## src/rtl/fifo_param.sv

```systemverilog
// Parametrised single-clock show-ahead FIFO with occupancy count, programmable
// almost-full/almost-empty thresholds, synchronous flush and sticky error flags.
module fifo_param #(
   parameter int WIDTH    = 4,
   parameter int ADDR_W   = 2,
   parameter int AF_LEVEL = 3,
   parameter int AE_LEVEL = 1
) (
   input  logic              CLK,
   input  logic              RESETN,
   input  logic              flush,
   input  logic [WIDTH-1:0]  wdata,
   input  logic              wen,
   output logic              full,
   output logic              almost_full,
   output logic [WIDTH-1:0]  rdata,
   input  logic              ren,
   output logic              empty,
   output logic              almost_empty,
   output logic [ADDR_W:0]   count,
   output logic              overflow,
   output logic              underflow
);

   localparam int              DEPTH = 2 ** ADDR_W;
   localparam logic [ADDR_W:0] C_ONE = {{ADDR_W{1'b0}}, 1'b1};
   localparam logic [ADDR_W:0] C_AF  = AF_LEVEL[ADDR_W:0];
   localparam logic [ADDR_W:0] C_AE  = AE_LEVEL[ADDR_W:0];

   logic [WIDTH-1:0] r_mem [DEPTH];
   logic [ADDR_W:0]  r_waddr;
   logic [ADDR_W:0]  r_raddr;
   logic             r_overflow;
   logic             r_underflow;

   logic [ADDR_W:0]  w_count;
   logic             w_full;
   logic             w_empty;
   logic             w_wvalid;
   logic             w_rvalid;

   // Pointers carry one extra wrap bit so full and empty are distinguishable.
   assign w_count  = r_waddr - r_raddr;
   assign w_empty  = (r_waddr == r_raddr);
   assign w_full   = (r_waddr[ADDR_W-1:0] == r_raddr[ADDR_W-1:0]) &&
                     (r_waddr[ADDR_W] != r_raddr[ADDR_W]);
   assign w_wvalid = wen & ~w_full;
   assign w_rvalid = ren & ~w_empty;

   assign full         = w_full;
   assign empty        = w_empty;
   assign count        = w_count;
   assign almost_full  = (w_count >= C_AF);
   assign almost_empty = (w_count <= C_AE);
   assign overflow     = r_overflow;
   assign underflow    = r_underflow;
   assign rdata        = r_mem[r_raddr[ADDR_W-1:0]];

   always_ff @(posedge CLK or negedge RESETN) begin
      if (!RESETN) begin
         r_waddr     <= '0;
         r_raddr     <= '0;
         r_overflow  <= 1'b0;
         r_underflow <= 1'b0;
      end else if (flush) begin
         r_waddr     <= '0;
         r_raddr     <= '0;
         r_overflow  <= 1'b0;
         r_underflow <= 1'b0;
      end else begin
         if (w_wvalid) r_waddr <= r_waddr + C_ONE;
         if (w_rvalid) r_raddr <= r_raddr + C_ONE;
         if (wen && w_full)   r_overflow  <= 1'b1;
         if (ren && w_empty)  r_underflow <= 1'b1;
      end
   end

   // Storage is deliberately not reset; flush suppresses the write.
   always_ff @(posedge CLK) begin
      if (w_wvalid && !flush) r_mem[r_waddr[ADDR_W-1:0]] <= wdata;
   end

endmodule
```

## config.mk

```make
export PLATFORM = sky130hd
export DESIGN_NAME = fifo_param
export DESIGN_NICKNAME = d
export VERILOG_FILES = /design/src/rtl/fifo_param.sv
export SDC_FILE = /design/constraint.sdc
export NUM_CORES = 1
export LEC_CHECK = 0
export ABC_AREA = 1
export CELL_PAD_IN_SITES_DETAIL_PLACEMENT = 1
export CELL_PAD_IN_SITES_GLOBAL_PLACEMENT = 1
export CORE_ASPECT_RATIO = 0.9
export CORE_MARGIN = 2
export CORE_UTILIZATION = 35
export CTS_BUF_LIST = sky130_fd_sc_hd__clkbuf_16
export CTS_CLUSTER_SIZE = 25
export DETAILED_ROUTE_END_ITERATION = 12
export GPL_TIMING_DRIVEN = 0
export PLACE_DENSITY_LB_ADDON = 0.1
export REMOVE_ABC_BUFFERS = 1
export SKIP_LAST_GASP = 1
export SLEW_MARGIN = 20
export SYNTH_ARGS = -nofsm -noshare
export SYNTH_HDL_FRONTEND = slang
export SYNTH_SLANG_ARGS = --single-unit
```

## constraint.sdc

```tcl
create_clock -name CLK -period 1.72 [get_ports CLK]
set_clock_uncertainty 0.05 [all_clocks]
set_input_delay 0.172 -clock CLK [delete_from_list [all_inputs] [get_ports CLK]]
set_output_delay 0.172 -clock CLK [all_outputs]
set_load 0.02 [all_outputs]
```

# Word-level counts from Yosys, hierarchy flattened
# Memory sizes are Yosys's and may differ from the RTL's.
# Index checks and enable logic that the tools add are counted.
# Widths: inputs -> output; s select.
# word_totals
memories,1
regBits,8
out_inout_bits,13
ram_bits,16
# op_classes
order_cmp,2
eq_ne,3
mux,10
reduce_logical,9
n_bitwise,4
addsub,3
# mem_list
memory,words,width,rd,rd_clocked_by_memory_dff,wr,line,source
r_mem,4,4,1,0,1,30,logic [WIDTH-1:0] r_mem [DEPTH];
# ops
operator,count
$mux 3,4
$reduce_bool 2->1,4
$add 3x1->3 const B,2
$mux 1,6
$logic_and 1x1->1,4
$eq 3x3->1,1
$ge 3x2->1 const B,1
$le 3x1->1 const B,1
$sub 3x3->3,1
$and 1x1->1,2
$eq 2x2->1,1
$not 1->1,2
$logic_not 1->1,1
$ne 1x1->1,1

# Logic depth before layout (Yosys ltp)
# logic_depth
word_depth,7
mapped_depth,8
mapped_depth_nobuf,8

# Least setup slack after synthesis
# OpenSTA, ideal clock, no wires.
# synth_path
path_kind,register -> output
start,reg r_waddr[0]
end,out almost_empty
t_required_ns,1.498
arrival_time_ns,1.715
path_buffers,0
stages_incl_launch_ff,7
slack_ns,-0.217
path_cell_list,dfrtp_1 -> inv_1 -> ha_1 -> inv_1 -> fa_1 -> xor2_1 -> nor2_1
# synth_via
elab_chain_len,2
# synth_lines
element,line,source
"start, declared",31,logic [ADDR_W:0] r_waddr;
"start signal, assigned",71,if (w_wvalid) r_waddr <= r_waddr + C_ONE;
$sub 3x3->3,43,assign w_count = r_waddr - r_raddr;
named net count[2],20,"output logic [ADDR_W:0] count,"
$le 3x1->1,54,assign almost_empty = (w_count <= C_AE);
"end, declared",19,"output logic almost_empty,"
# The timed path passes the listed nets, and every way through them passes these cells.

# Worst setup path after layout
# layout_path
start,reg r_waddr[0]
end,out almost_full
# layout_via
elab_chain_len,2
# layout_lines
element,line,source
$sub 3x3->3,43,
$ge 3x2->1,53,assign almost_full = (w_count >= C_AF);
"end, declared",15,"output logic almost_full,"
# No other way between the ends.

==> summary.log <==
[clock_tree] CTS sink count 24
[sta] final setup margin -0.230 ns
[drt] Detailed Route Iter0 Violations 34
[drt] remaining design rule violation count 0
[clock_tree] Clock Pin Slew Worst Setup and Hold Paths 0.06 ns
[die] die footprint 3940 um^2
[cells_and_area] top library cells by usage in the layout, fill and taps aside 17 x sky130_fd_sc_hd__buf_4, 16 x sky130_fd_sc_hd__nand2_1, 16 x sky130_fd_sc_hd__edfxtp_1
[clock_tree] clock tree buffer depth 2
[cells_and_area] area growth from synthesis to final layout 42.5%
[grt] GRT Util Overall 17.1%
[run_status] failing checks setup timing
[logic_synthesis] Post-Synthesis Cell Area 1210 um^2
[logic_synthesis] XOR/XNOR Fraction of Synth Area 1.45%
[cells_and_area] antenna fix cells 0
[critical_path] Setup crit start kind flop
[grt] antenna violations before repair 0
[placement] Cells after DPL 186
[cells_and_area] share of layout cells above drive strength 1 30.2%
[grt] gr ovfl total 0
[logic_synthesis] library cells used by synthesis 16
[power] share of power burned in combinational logic 34.0%
[drt] detail-routed net length per standard cell 15.2 um
[critical_path] element type at the critical path end primary output
[power] switching share of total power 31.6%
[sta] final number of hold-violating endpoints 0
[power] maximum vdd ir drop 0.434 mV
[sta] final setup violating endpoints 5
[critical_path] data required time of the worst path 1.50 ns
[run_status] run status complete, but fails checks
[logic_synthesis] simple logic cell fraction of the synthesized area 20.1%
[logic_synthesis] adder-cell share of the synthesized area 8.90%
[clock_tree] CTS H-tree depth 1
[power] power dissipated by switching net loads 0.561 mW
[sta] worst rel slew slack 70.0%
[drt] Vias/cell 4.88
[logic_synthesis] portion of netlist area occupied by mux cells 0%
[logic_synthesis] synthesized instance count 123
[placement] global placer's final weighted congestion 0.759
[sta] setup TNS after final layout -0.793 ns
[die] initial cell density of the core 36.0%
[logic_synthesis] post-synthesis average cell area 9.83 um^2
[power] share of power burned in the clock network 28.5%
[hold_path] HP Class input port to async pin
[power] internal power 1.21 mW
[grt] via count of the first global-routing pass 1009
[power] Power, Total 1.77 mW
[sta] WHS 0.163 ns
[sta] Pins Over Slew Limit 0
[placement] IO Port Bufs 21
[logic_synthesis] Seq cells post-synth 24
[logic_synthesis] Yosys warnings 0
[drt] post-detailed-route count of antenna-violating nets 0
[sta] final period utilization 113%
[cells_and_area] number of nets in the layout 177
[die] die outline width 65.9 um
[sta] RSZ-0062 raised after global routing true
[die] Die Y-Extent 59.8 um
[logic_synthesis] dominant combinational cell family by area after synthesis simple AND/OR/NAND/NOR gates
[clock_tree] CTS Root Buffer Type sky130_fd_sc_hd__clkbuf_16
[critical_path] CP Data Arrival Time 1.73 ns
[cells_and_area] finished layout cell area 1720 um^2
[grt] pin count of the biggest net entering global routing 14
[placement] placed wire-length estimate after detailed placement 2050 um
[logic_synthesis] fraction of the yosys area taken by sequential cells 56.3%
[power] Seq pwr share 37.5%
[clock_tree] TritonCTS clock tree built
[sta] highest clock rate 0.513 GHz
[die] area inside the core boundary 3350 um^2
[cells_and_area] most common cell after layout, fill and taps aside sky130_fd_sc_hd__buf_4
[power] Leak Pwr 0.740 nW
[sta] worst-margin pin slew 0.449 ns
[placement] instance area after placement 1460 um^2
[die] Row Count 20
[clock_tree] number of buffers added by the clock tree synthesis step 3
[drt] total vias in the final route 991
[power] power per unit of standard cell area 1030 nW/um^2
[die] io pins 22
[drt] detailed-route wire length 3080 um
[critical_path] critical path class flop to primary output
[logic_synthesis] compound-gate portion of the synthesized area 6.21%
[clock_tree] hold buffer count at CTS 0
[sta] time the final worst path needs with I/O delays and setup 1.95 ns
[grt] global-route wire length before repair 4830 um
[flow_run] max cap viols 0
[cells_and_area] core utilization of the finished layout 51.4%
[clock_tree] clock latency of the later-clocked register in the worst-skew pair 0.26 ns
[placement] pre-CTS WS -0.666 ns
[critical_path] worst-path fanout max 3
[drt] detailed-routing iteration count for the pre-antenna-repair pass 4
[cells_and_area] final instance count without filler cells 203
power groups by stage:
stage	clock network [mW]	logic [mW]	registers, mW
2_1_floorplan	0	0.263	0.681
3_3_place_gp	0	0.477	0.684
4_1_cts	0.514	0.546	0.665
3_5_place_dp	0	0.488	0.688
5_1_grt	0.544	0.655	0.669
6_report	0.505	0.603	0.666
synthesized netlist by cell type:
cell                        n  area, um^2
sky130_fd_sc_hd__inv_1     20        75.1
sky130_fd_sc_hd__nand2_1   17        63.8
sky130_fd_sc_hd__nor2_1    17        63.8
sky130_fd_sc_hd__edfxtp_1  16         480
sky130_fd_sc_hd__nand3_1    9        45.0
sky130_fd_sc_hd__dfrtp_1    8         200
sky130_fd_sc_hd__o21ai_0    8        40.0
sky130_fd_sc_hd__ha_1       7        87.6
sky130_fd_sc_hd__nand4_1    6        37.5
sky130_fd_sc_hd__o22ai_1    4        25.0
sky130_fd_sc_hd__a21oi_1    2        10.0
sky130_fd_sc_hd__buf_2      2        10.0
sky130_fd_sc_hd__nand2_2    2        12.5
sky130_fd_sc_hd__nand3_2    2        20.0
sky130_fd_sc_hd__xor2_1     2        17.5
sky130_fd_sc_hd__fa_1       1        20.0
per-layer routing:
layer  wire length (um)  GRT usage (%)  share of wire, %
met2               1620           29.6                53
met1               1330           21.7                43
met5                  0              0                 0
met4                 29           4.37              0.94
met3                 97           3.95               3.1
cells by family after synthesis:
family	after synthesis
DFF	24
and+or+nand+nor	53
adders and majority gates	8
buffers and inverters	22
xor gates and xnor gates	2
AOI/OAI and AO/OA	14
final timing paths:
| kind | startpoint | end | slack, ns | cells past startpoint |
|---|---|---|---|---|
| min | RESETN | underflow | 0.16 | 1 |
| max reg2reg | r_raddr[1] | r_mem[1][0] | 0.09 | 7 |
| min reg2reg | overflow | overflow | 0.47 | 2 |
| min in group CLK | flush | overflow | 0.47 | 2 |
| max in group asynchronous | RESETN | r_waddr[1] | 1.14 | 1 |
| max | r_waddr[0] | almost_full | -0.23 | 7 |
timing repair:
action,4_1_cts,5_1_grt
pin swaps,4,3
resized for setup,58,17
setup endpoints to repair,32,26
buffers inserted,8,5
worst max-delay path: stages (launching register included):
cell                      delay [ns]
sky130_fd_sc_hd__dfrtp_1        0.40
sky130_fd_sc_hd__inv_2          0.09
sky130_fd_sc_hd__ha_4           0.14
sky130_fd_sc_hd__inv_2          0.04
sky130_fd_sc_hd__fa_2           0.56
sky130_fd_sc_hd__nand2_1        0.06
sky130_fd_sc_hd__nand2_1        0.07
sky130_fd_sc_hd__buf_6          0.11
final cells by class:
class                           instances  area, um^2
Clock buffer                            3        75.1
Multi-Input combinational cell         77         538
Clock inverter                          1        3.75
Timing Repair Buffer                   34         283
Sequential cell                        24         684
Tap cell                               44        55.1
Inverter                               20        83.8
Fill cell                             390        1630
state kept, by name, summed over array words and instances (netlist names):
signal / flops
r_raddr: 3
r_mem: 16
underflow: 1
overflow: 1
r_waddr: 3
Note: power is estimated with default switching activity, not from simulation.
